$ cat src/rtl/ahb_lite_arbiter.sv
// Two-requester round-robin front end driving one AHB-Lite master port.
// Optional wait-state watchdog enabled by defining AHB_ARB_TIMEOUT_EN.
module ahb_lite_arbiter #(
  parameter int AW        = 32,
  parameter int DW        = 32,
  parameter int RW        = 2,
  parameter int TO_CYCLES = 16
) (
  input  logic            hclk,
  input  logic            hresetn,
  input  logic [1:0]      req,
  input  logic [2*AW-1:0] req_addr,
  input  logic [1:0]      req_write,
  input  logic [5:0]      req_size,
  input  logic [2*DW-1:0] req_wdata,
  output logic [1:0]      ack,
  output logic            ack_err,
  output logic [DW-1:0]   ack_rdata,
  output logic [1:0]      gnt,
  output logic            timeout,
  output logic            hsel,
  output logic [AW-1:0]   haddr,
  output logic [1:0]      htrans,
  output logic            hwrite,
  output logic [2:0]      hsize,
  output logic [2:0]      hburst,
  output logic [3:0]      hprot,
  output logic [DW-1:0]   hwdata,
  input  logic [DW-1:0]   hrdata,
  input  logic            hready,
  input  logic [RW-1:0]   hresp
);

  typedef enum logic [1:0] {IDLE, ADDR, DATA} state_t;

  localparam logic [2:0] MAXSZ = 3'($clog2(DW/8));

  state_t        state, state_n;
  logic          last, last_n;
  logic          own, own_n;
  logic [DW-1:0] wdata_q, wdata_n;
  logic [1:0]    ack_n, gnt_n, htrans_n;
  logic          ack_err_n, hsel_n, hwrite_n;
  logic [DW-1:0] rdata_n, hwdata_n;
  logic [AW-1:0] haddr_n, amask;
  logic [2:0]    hsize_n;

  logic [1:0]    cand, win_oh, own_oh;
  logic          win, misalign;
  logic [AW-1:0] win_addr;
  logic [2:0]    win_size;
  logic [DW-1:0] win_wdata;
  logic          unused_ok;

  assign hburst    = 3'b000;
  assign hprot     = 4'b0011;
  assign unused_ok = ^{hresp, 32'(TO_CYCLES)};

  // a requester being acked this cycle is still holding req; ignore it
  assign cand      = req & ~ack;
  assign win       = cand[1] & (~cand[0] | ~last);
  assign win_oh    = win ? 2'b10 : 2'b01;
  assign own_oh    = own ? 2'b10 : 2'b01;
  assign win_addr  = win ? req_addr[2*AW-1:AW] : req_addr[AW-1:0];
  assign win_size  = win ? req_size[5:3] : req_size[2:0];
  assign win_wdata = win ? req_wdata[2*DW-1:DW] : req_wdata[DW-1:0];
  assign amask     = (AW'(1) << win_size) - AW'(1);
  assign misalign  = (win_size > MAXSZ) | (|(win_addr & amask));

`ifdef AHB_ARB_TIMEOUT_EN
  localparam int CW = $clog2(TO_CYCLES + 1);
  logic [CW-1:0] cnt, cnt_n;
  logic          to_n;
`else
  assign timeout = 1'b0;
`endif

  always_comb begin
    state_n   = state;
    last_n    = last;
    own_n     = own;
    wdata_n   = wdata_q;
    ack_n     = 2'b00;
    ack_err_n = 1'b0;
    rdata_n   = ack_rdata;
    gnt_n     = gnt;
    hsel_n    = hsel;
    haddr_n   = haddr;
    htrans_n  = htrans;
    hwrite_n  = hwrite;
    hsize_n   = hsize;
    hwdata_n  = hwdata;
`ifdef AHB_ARB_TIMEOUT_EN
    cnt_n     = '0;
    to_n      = 1'b0;
`endif
    unique case (state)
      IDLE: begin
        if (|cand) begin
          last_n = win;
          if (misalign) begin
            ack_n     = win_oh;
            ack_err_n = 1'b1;
          end else begin
            state_n  = ADDR;
            own_n    = win;
            wdata_n  = win_wdata;
            gnt_n    = win_oh;
            hsel_n   = 1'b1;
            htrans_n = 2'b10;
            haddr_n  = win_addr;
            hwrite_n = req_write[win];
            hsize_n  = win_size;
          end
        end
      end
      ADDR: begin
        if (hready) begin
          state_n  = DATA;
          htrans_n = 2'b00;
          hsel_n   = 1'b0;
          hwdata_n = wdata_q;
        end
      end
      DATA: begin
        if (hready) begin
          if (!hwrite) rdata_n = hrdata;
          ack_n     = own_oh;
          ack_err_n = hresp[0];
          gnt_n     = 2'b00;
          state_n   = IDLE;
        end
      end
      default: state_n = IDLE;
    endcase
`ifdef AHB_ARB_TIMEOUT_EN
    if (state != IDLE && !hready) begin
      if (cnt == CW'(TO_CYCLES - 1)) begin
        ack_n     = own_oh;
        ack_err_n = 1'b1;
        to_n      = 1'b1;
        htrans_n  = 2'b00;
        hsel_n    = 1'b0;
        gnt_n     = 2'b00;
        state_n   = IDLE;
      end else begin
        cnt_n = cnt + CW'(1);
      end
    end
`endif
  end

  always_ff @(posedge hclk or negedge hresetn) begin
    if (!hresetn) begin
      state     <= IDLE;
      last      <= 1'b1;
      own       <= 1'b0;
      wdata_q   <= '0;
      ack       <= 2'b00;
      ack_err   <= 1'b0;
      ack_rdata <= '0;
      gnt       <= 2'b00;
      hsel      <= 1'b0;
      haddr     <= '0;
      htrans    <= 2'b00;
      hwrite    <= 1'b0;
      hsize     <= 3'b000;
      hwdata    <= '0;
    end else begin
      state     <= state_n;
      last      <= last_n;
      own       <= own_n;
      wdata_q   <= wdata_n;
      ack       <= ack_n;
      ack_err   <= ack_err_n;
      ack_rdata <= rdata_n;
      gnt       <= gnt_n;
      hsel      <= hsel_n;
      haddr     <= haddr_n;
      htrans    <= htrans_n;
      hwrite    <= hwrite_n;
      hsize     <= hsize_n;
      hwdata    <= hwdata_n;
    end
  end

`ifdef AHB_ARB_TIMEOUT_EN
  always_ff @(posedge hclk or negedge hresetn) begin
    if (!hresetn) begin
      cnt     <= '0;
      timeout <= 1'b0;
    end else begin
      cnt     <= cnt_n;
      timeout <= to_n;
    end
  end
`endif

endmodule

$ cat config.mk
export PLATFORM = sky130hd
export DESIGN_NAME = ahb_lite_arbiter
export DESIGN_NICKNAME = d
export VERILOG_FILES = /design/src/rtl/ahb_lite_arbiter.sv
export SDC_FILE = /design/constraint.sdc
export NUM_CORES = 1
export LEC_CHECK = 0
export BUFFER_PORTS_ARGS = -buffer_cell sky130_fd_sc_hd__buf_2
export CORE_MARGIN = 2
export CORE_UTILIZATION = 47
export DETAILED_ROUTE_END_ITERATION = 10
export PLACE_DENSITY = 0.9
export SLEW_MARGIN = 30
export SYNTH_ARGS = -nofsm -noshare
export SYNTH_HDL_FRONTEND = slang
export SYNTH_SLANG_ARGS = --single-unit
$ cat constraint.sdc
create_clock -name hclk -period 5.9 [get_ports hclk]
set_input_delay 0.295 -clock hclk [delete_from_list [all_inputs] [get_ports hclk]]
set_output_delay 0.295 -clock hclk [all_outputs]
set_load 0.01 [all_outputs]
; ---- Yosys cells after proc, flatten, opt, wreduce, memory -nomap -nowiden
; Index checks and enable logic that the tools add are counted.
; Widths: inputs -> output; s select.
[word_totals]
regBits = 144
in_bits = 175
output_inout_bits = 116
elab_cells = 76
[classes]
add_sub_neg = 1
order_cmp = 2
eq_ne = 6
shift = 1
mux = 30
n_bitwise = 10
n_reduce_logical = 12
[op_table]
columns = op, n
row1 = $mux 32, 2
row2 = $and 32x32->32, 1
row3 = $reduce_or 32->1, 1
row4 = $shl 1x3->32 const A, 1
row5 = $sub 32x2->32 const B, 1
row6 = $mux 2, 13
row7 = $pmux 2 s2, 3
row8 = $reduce_and 4->1, 3
row9 = $mux 1, 8
row10 = $ne 2x2->1 const B, 4
row11 = $pmux 2 s3, 1
row12 = $reduce_and 3->1, 2
row13 = $not 1->1, 4
row14 = $pmux 1 s2, 2
row15 = $reduce_and 2->1, 2
row16 = $reduce_bool 2->1, 2
row17 = $gt 3x2->1 const B, 1
row18 = $mux 3, 1
row19 = $and 2x2->2, 1
row20 = $eq 2x1->1 const B, 1
row21 = $eq 2x2->1 const B, 1
row22 = $logic_not 2->1, 1
row23 = $lt 1x2->1 const B, 1
row24 = $not 2->2, 1
row25 = other kinds (3), 4

; ---- Longest topological paths before layout
; Gate-level depths: netlist (run 1).
[logic_depth]
depth_word = 14
ltp_mapped = 15
mapped_depth_nobuf = 11

; ---- Worst setup path after synthesis (run 1)
; No wires, ideal clock.
[synth_timing]
path_kind = register to register
start = register last
end = register gnt[1]
setup_ps = 126
arrival_time_ps = 2809
t_required_ps = 5774
setup_slack_ps = 2966
stages_incl_launch_ff = 14
n_path_buf = 2
synth_period_minus_slack_ps = 2934
path_cell_list = dfstp_2 > nand3b_1 > nand2_1 > buf_2 > buf_1 > nor2_1 > a41oi_1 > inv_1 > ha_1 > nand2b_1 > mux2i_1 > nor4_1 > and2_0 > a221o_1
[synth_via]
elab_chain_cells = 11
elab_cells_between_ends = 17
classes_between = add/sub: 1 / order compare: 1 / eq/ne: 1 / shift: 1 / mux: 6 / bitwise: 5 / reduce/logical: 2
[synth_rtl]
columns = item, line
row1 = from (decl), 39  ; logic last, last_n;
row2 = from (signal assigned), 171  ; last <= last_n;
row3 = $not 1->1 *, 61  ; assign win = cand[1] & (~cand[0] | ~last);
row4 = $or 1x1->1 *, 61
row5 = $and 1x1->1 *, 61
row6 = $mux 3, 65  ; assign win_size = win ? req_size[5:3] : req_size[2:0];
row7 = $shl 1x3->32, 67  ; assign amask = (AW'(1) << win_size) - AW'(1);
row8 = $sub 32x2->32, 67
row9 = $and 32x32->32, 68  ; assign misalign = (win_size > MAXSZ) | (|(win_addr & amask));
row10 = $reduce_or 32->1, 68
row11 = $or 1x1->1, 68
row12 = $ne 2x2->1 (no source line), --
row13 = $reduce_and 4->1 (no source line), --
row14 = to (signal assigned), 177  ; gnt <= gnt_n;
row15 = to (decl), 19  ; output logic [1:0] gnt,
; Every way passes the cells marked *; elsewhere a longest branch is shown, timed or not. The select of a mux whose other input is x is not followed.
; A chain may end at the register's enable or synchronous reset.

; ---- Final worst setup path (run 1)
[layout_timing]
start = register ack[1]
end = register haddr[11]
[layout_via]
elab_chain_cells = 11
elab_cells_between_ends = 14
classes_between = add/sub: 1 / order compare: 1 / shift: 1 / mux: 2 / bitwise: 6 / reduce/logical: 3
[layout_rtl]
columns = item, line
row1 = from (decl), 16  ; output logic [1:0] ack,
row2 = from (signal assigned), 174  ; ack <= ack_n;
row3 = $not 2->2 *, 60  ; assign cand = req & ~ack;
row4 = $and 2x2->2 *, 60
row5 = $and 1x1->1, 61
row6 = $mux 3, 65
row7 = $shl 1x3->32, 67
row8 = $sub 32x2->32, 67
row9 = $and 32x32->32, 68
row10 = $reduce_or 32->1, 68
row11 = $or 1x1->1, 68
row12 = $not 1->1 (no source line), --
row13 = $reduce_and 3->1 (no source line), --
row14 = to (signal assigned), 179  ; haddr <= haddr_n;
row15 = to (decl), 22  ; output logic [AW-1:0] haddr,
; Every way passes the cells marked *; elsewhere a longest branch is shown, timed or not.

==> results.json, run 1 <==
{
  "status": "completed",
  "die_h_um": 122,
  "crit_type": "reg2reg",
  "synthCells": 551,
  "slew_violations": 0,
  "regArea_um2": 3550,
  "timing_hold_violations_final": 0,
  "core_um2": 13800,
  "area_growth_pct": 30.0,
  "rows": 43,
  "n_fill_cell": 1145,
  "n_antenna_cell": 0,
  "fin_skew_ns": 0.00726,
  "place_congestion": 0.748,
  "drt_wl_total_um": 15800,
  "maxCapViolCount": 0,
  "instances_no_fill": 1000,
  "grt_usage_pct": 20.8,
  "crit_path_max_fanout": 80,
  "worstPathArrival_ns": 3.98,
  "via_per_inst": 5.26,
  "leakagePower_uw": 0.00449,
  "drt-pass1-iter-count": 4,
  "ys_seq_area_share_pct": 54.2,
  "io_buffer_count": 280,
  "drt-initial-drc-count": 338,
  "postCtsSetupBuffers": 0,
  "placed_cell_area_um2": 7970,
  "mostFrequentLayoutCell": "buf_2",
  "grt_max_degree": 81,
  "cts_buffer_depth": 2,
  "io_pins": 291,
  "cts_num_sinks": 142,
  "max_slew.worst_pin.slew_ns": 0.899,
  "vias": 5260,
  "start_util_pct": 47.6,
  "critical_path_required_ns": 6.21,
  "final_layout_size_suffix_gt1_share_pct": 46.1,
  "worst_setup_path_end_kind": "flop",
  "rsz0062_at_grt": "false",
  "hold_path_class": "in2reg",
  "start_kind": "flop",
  "setup_tns_ns": 0,
  "min_period_ns": 3.67,
  "dieArea_um2": 14900,
  "gr-total-overflow": 0,
  "grt_pass1_wl_um": 24400,
  "drc_errors": 0,
  "netlist_area_um2": 6560,
  "cts_tree": "yes",
  "grt_pass1_vias": 5004,
  "postRouteAntennaNets": 0,
  "ys_ff_latch": 142,
  "clk_root_buffer_cell": "clkbuf_16",
  "avgSynthCellArea_um2": 11.9,
  "path_clk_slew_ns": 0.06,
  "place_inst": 968,
  "relSlewSlack_pct": 40.1,
  "multi_input_area_um2": 2720,
  "yosys_warnings": 0,
  "ys_types": 43,
  "design_area_um2": 8530,
  "max_freq_ghz": 0.272,
  "fin_nets": 985,
  "routedWlPerCell_um": 15.8,
  "antenna_found_initial": 0,
  "clk_latency_ns": 0.40,
  "finalSetupViolations": 0,
  "dp_hpwl_um": 11300,
  "die_w_um": 122,
  "finalCritPeriodShare_pct": 62.3,
  "htreeDepth": 4,
  "layout_common_cells": "buf_2 (279), dfrtp_1 (141), mux2i_1 (71)",
  "numCtsBuffers": 17,
  "power_density_nw_per_um2": 469,
  "vdd_drop_max_mv": 0.195
}
Yosys cell counts, drive strengths merged:
master	n	area, um^2
nor4	1	6.26
mux2i	71	711
a41oi	1	8.76
o22ai	2	18.8
nor2	8	30.0
ha	2	25.0
dfrtp	141	3530
mux2	64	721
buf	42	278
nand3b	1	7.51
o31ai	2	15.0
nand3	1	5.00
and3	1	6.26
o21ai	11	55.1
o32ai	1	8.76
a221o	1	10.0
a31o	1	8.76
a21boi	1	7.51
a211o	1	8.76
clkbuf	15	56.3
nand4	2	12.5
and2	3	18.8
a22o	2	17.5
inv	2	7.51
a21oi	70	350
conb	2	7.51
nor3	3	15.0
nor4b	2	23.8
nor2b	2	15.0
nand2	14	52.6
a31oi	70	438
dfstp	1	26.3
or2	2	12.5
nand2b	8	50.1
sequential cells by signal, indices dropped and copies added (netlist names):
| register | count |
|---|---|
| ack | 2 |
| state | 2 |
| gnt | 2 |
| haddr | 32 |
| hwdata | 32 |
| hsize | 3 |
| ack_rdata | 32 |
| last | 1 |
| hwrite | 1 |
| wdata_q | 32 |
| ack_err | 1 |
| own | 1 |
| htrans | 1 |
logic make-up after synthesis:
group	count (synthesis)	synth area share (%)
mux	135	21.8
flops	142	54.2
simple gates	48	3.89
fa+ha+maj	2	0.381
other cells	2	0.114
buf+inv	59	5.21
compound gates	163	14.4
critical path, cell delays in order, from the launching register on:
cell	delay, ns
dfrtp_1	0.40
nor2b_2	0.24
nand2_4	0.47
nor4b_1	0.45
a31oi_1	0.09
ha_1	0.34
nand2b_1	0.10
mux2i_1	0.12
nor4b_4	0.31
buf_4	0.63
a21oi_1	0.17
a31oi_1	0.21
stage by stage:
step                      worst slack (ns)  util [%]  hold WS [ns]  power [uW]
after detailed placement              2.17      57.8         0.362        3050
final                                 2.23      61.9         0.112        4000
after global routing                  1.90      61.9        0.0997        4270
after global placement                2.35      57.8         0.356        2970
after floorplan                       2.97         -     -0.000591        2480
after CTS                             2.20      61.9        0.0946        4050
layout make-up:
class | instances | share of cell area, %
flip-flops and latches | 142 | 41.7
multi-input cells | 357 | 31.9
repair buffers | 288 | 17.2
clock buffers | 18 | 5.15
well taps | 180 | 2.64
clock inverters | 13 | 1.35
inverters | 2 | 0.0880
power by group:
group          switching (uW)  internal (uW)  leakage [uW]
Combinational             745            640       0.00246
Clock                     400            590      0.000265
Sequential                218           1410       0.00176
Total                    1360           2640       0.00449
final timing paths:
path	start	to	slack, ns	cells past startpoint
worst max-delay path	ack[1]	haddr[11]	2.23	11
worst min-delay path	hrdata[26]	ack_rdata[26]	0.11	2
worst max register to register	ack[1]	haddr[11]	2.23	11
worst min register to register	last	last	0.47	2
max in group asynchronous	hresetn	ack_rdata[2]	4.11	3
min in group asynchronous	hresetn	ack_rdata[8]	0.49	2
routing by layer:
| metal | share of wire, % | global-route usage (%) | wire length [um] |
|---|---|---|---|
| met1 | 41 | 24.7 | 6500 |
| met2 | 50 | 37.0 | 7950 |
| met3 | 6.7 | 5.29 | 1060 |
| met4 | 1.6 | 6.39 | 255 |
| met5 | 0 | 0 | 0 |
timing repair:
item	in CTS	in global routing
gates resized for setup	0	0
hold buffers	1	0
hold endpoints to repair	72	0
Power figures use the tool's default switching activity.
==> inputs of run 2 (changes only) <==
Settings changed: CORE_UTILIZATION 47 to 43, PLACE_DENSITY 0.9 to 0.87.
Clock period 5.9 ns to 3.2 ns, I/O delays scaled along.
==> run 2 against run 1 <==
- power is 94% higher
- register-to-register slack worse by 1.9 ns
- largest cell class unchanged
- global-route usage is 1.4 points higher
- sequential cell count stayed put
- cell count is 4.6% higher
- critical endpoint is now wdata_q[3]
- fmax is 28% higher
- non-clock buffer count is 36 higher
- via count is 4.3% higher
==> results.json, run 2 (same netlist as run 1, synthesis figures left out) <==
{
  "status": "completed",
  "die_h_um": 128,
  "start_util_pct": 43.7,
  "max_slew.worst_pin.slew_ns": 0.957,
  "regArea_um2": 3550,
  "drt-pass1-iter-count": 4,
  "numCtsBuffers": 17,
  "worstPathArrival_ns": 3.19,
  "power_density_nw_per_um2": 863,
  "rsz0062_at_grt": "false",
  "fin_skew_ns": 0.00738,
  "crit_type": "reg2reg",
  "clk_root_buffer_cell": "clkbuf_16",
  "core_um2": 15000,
  "dp_hpwl_um": 12100,
  "finalCritPeriodShare_pct": 89.8,
  "timing_hold_violations_final": 0,
  "multi_input_area_um2": 2720,
  "worst_setup_path_end_kind": "flop",
  "drc_errors": 0,
  "setup_ws_ns": 0.326,
  "grt_pass1_wl_um": 28400,
  "fin_nets": 1021,
  "crit_path_max_fanout": 78,
  "hold_path_depth": 2,
  "hold_path_class": "in2reg",
  "cts_num_sinks": 142,
  "start_kind": "flop",
  "final_layout_size_suffix_gt1_share_pct": 44.5,
  "cts_tree": "yes",
  "setup_tns_ns": 0,
  "pre_cts_ws_ns": 0.334,
  "io_buffer_count": 280,
  "n_fill_cell": 1251,
  "gr-total-overflow": 0,
  "grt_max_degree": 79,
  "grt_pass1_vias": 5582,
  "postRouteAntennaNets": 0,
  "min_period_ns": 2.87,
  "slew_violations": 0,
  "path_clk_slew_ns": 0.06,
  "critical_path_required_ns": 3.52,
  "relSlewSlack_pct": 36.2,
  "via_per_inst": 5.24,
  "maxCapViolCount": 0,
  "die_w_um": 128,
  "htreeDepth": 4,
  "layout_common_cells": "buf_2 (279), dfrtp_1 (141), mux2i_1 (71)",
  "io_pins": 291,
  "area_growth_pct": 37.5,
  "leakagePower_uw": 0.00469,
  "antenna_found_initial": 1,
  "drt-initial-drc-count": 230,
  "vias": 5484,
  "grt_usage_pct": 22.2,
  "rows": 45,
  "clk_latency_ns": 0.41,
  "vdd_drop_max_mv": 0.378,
  "finalSetupViolations": 0,
  "routedWlPerCell_um": 17.1,
  "dieArea_um2": 16300,
  "r2r_cells": 11,
  "cts_buffer_depth": 2,
  "mostFrequentLayoutCell": "buf_2",
  "drt_wl_total_um": 17800,
  "place_congestion": 0.764,
  "max_freq_ghz": 0.348
}
## run 2: cell count changes in the layout (fill, tap and decap cells not counted), sizes merged
| cell | previous run | this run |
|---|---|---|
| buf | 287 | 291 |
| inv | 5 | 3 |
| diode | 0 | 1 |
| clkinvlp | 4 | 3 |
| clkinv | 5 | 4 |
| dlygate4sd3 | 1 | 33 |
| bufinv | 1 | 4 |
| clkbuf | 18 | 20 |
## run 2: per-layer routing
metal  GRT usage, %  routed length, um  up-vias
met1           26.6               7370     2622
met5              0                  0        -
met3           5.53               1160       27
li1               -                  -     2613
met2           38.6               8910      222
met4           8.79                395        0
## run 2: through the flow
stage,cells,hold slack [ns],utilization (%),instance area (um^2),power (uW)
finish,1046,0.0222,60.0,9020,7780
detailed placement,980,0.201,53.6,8060,5680
floorplan,558,-0.136,-,6590,4580
global route,1046,0.00311,60.0,9020,8290
CTS,1045,0.00653,60.0,9020,7840
global placement,980,0.195,53.6,8060,5560
## run 2: critical path, cell delays in order (launching register included)
cell      delay, ns
dfrtp_1        0.38
nor2b_2        0.24
nand2_4        0.13
nor4b_1        0.33
a31oi_1        0.08
ha_1           0.29
nand2b_1       0.11
mux2i_1        0.12
nor4b_4        0.44
buf_12         0.33
a21oi_1        0.12
a31oi_1        0.17
## run 2: where the power goes
| part | switching (uW) | total, uW | leakage, uW | internal, uW |
|---|---|---|---|---|
| clock | 759 | 2090 | 0.000297 | 1330 |
| combinational | 1410 | 2650 | 0.00263 | 1240 |
| sequential | 438 | 3040 | 0.00176 | 2600 |
## run 2: cell type report
cell class | instances | share of cell area (%)
clock buffers | 20 | 4.95
flip-flops and latches | 142 | 39.4
diodes | 1 | 0.0277
repair buffers | 324 | 20.7
well taps | 188 | 2.61
clock inverters | 12 | 2.07
inverters | 2 | 0.0832
multi-input cells | 357 | 30.1
## run 2: final timing paths
check,start,end,slack [ns]
max in group asynchronous,hresetn,last,2.02
max reg2reg,ack[1],wdata_q[3],0.33
min in group asynchronous,hresetn,hwdata[1],0.33
max,ack[1],wdata_q[3],0.33
min reg2reg,last,last,0.47
min,hrdata[18],ack_rdata[18],0.02
## run 2: what timing repair did
action	CTS	global route
resized for setup	0	0
hold endpoints to repair	101	0
hold buffers	33	0
setup buffers	0	0
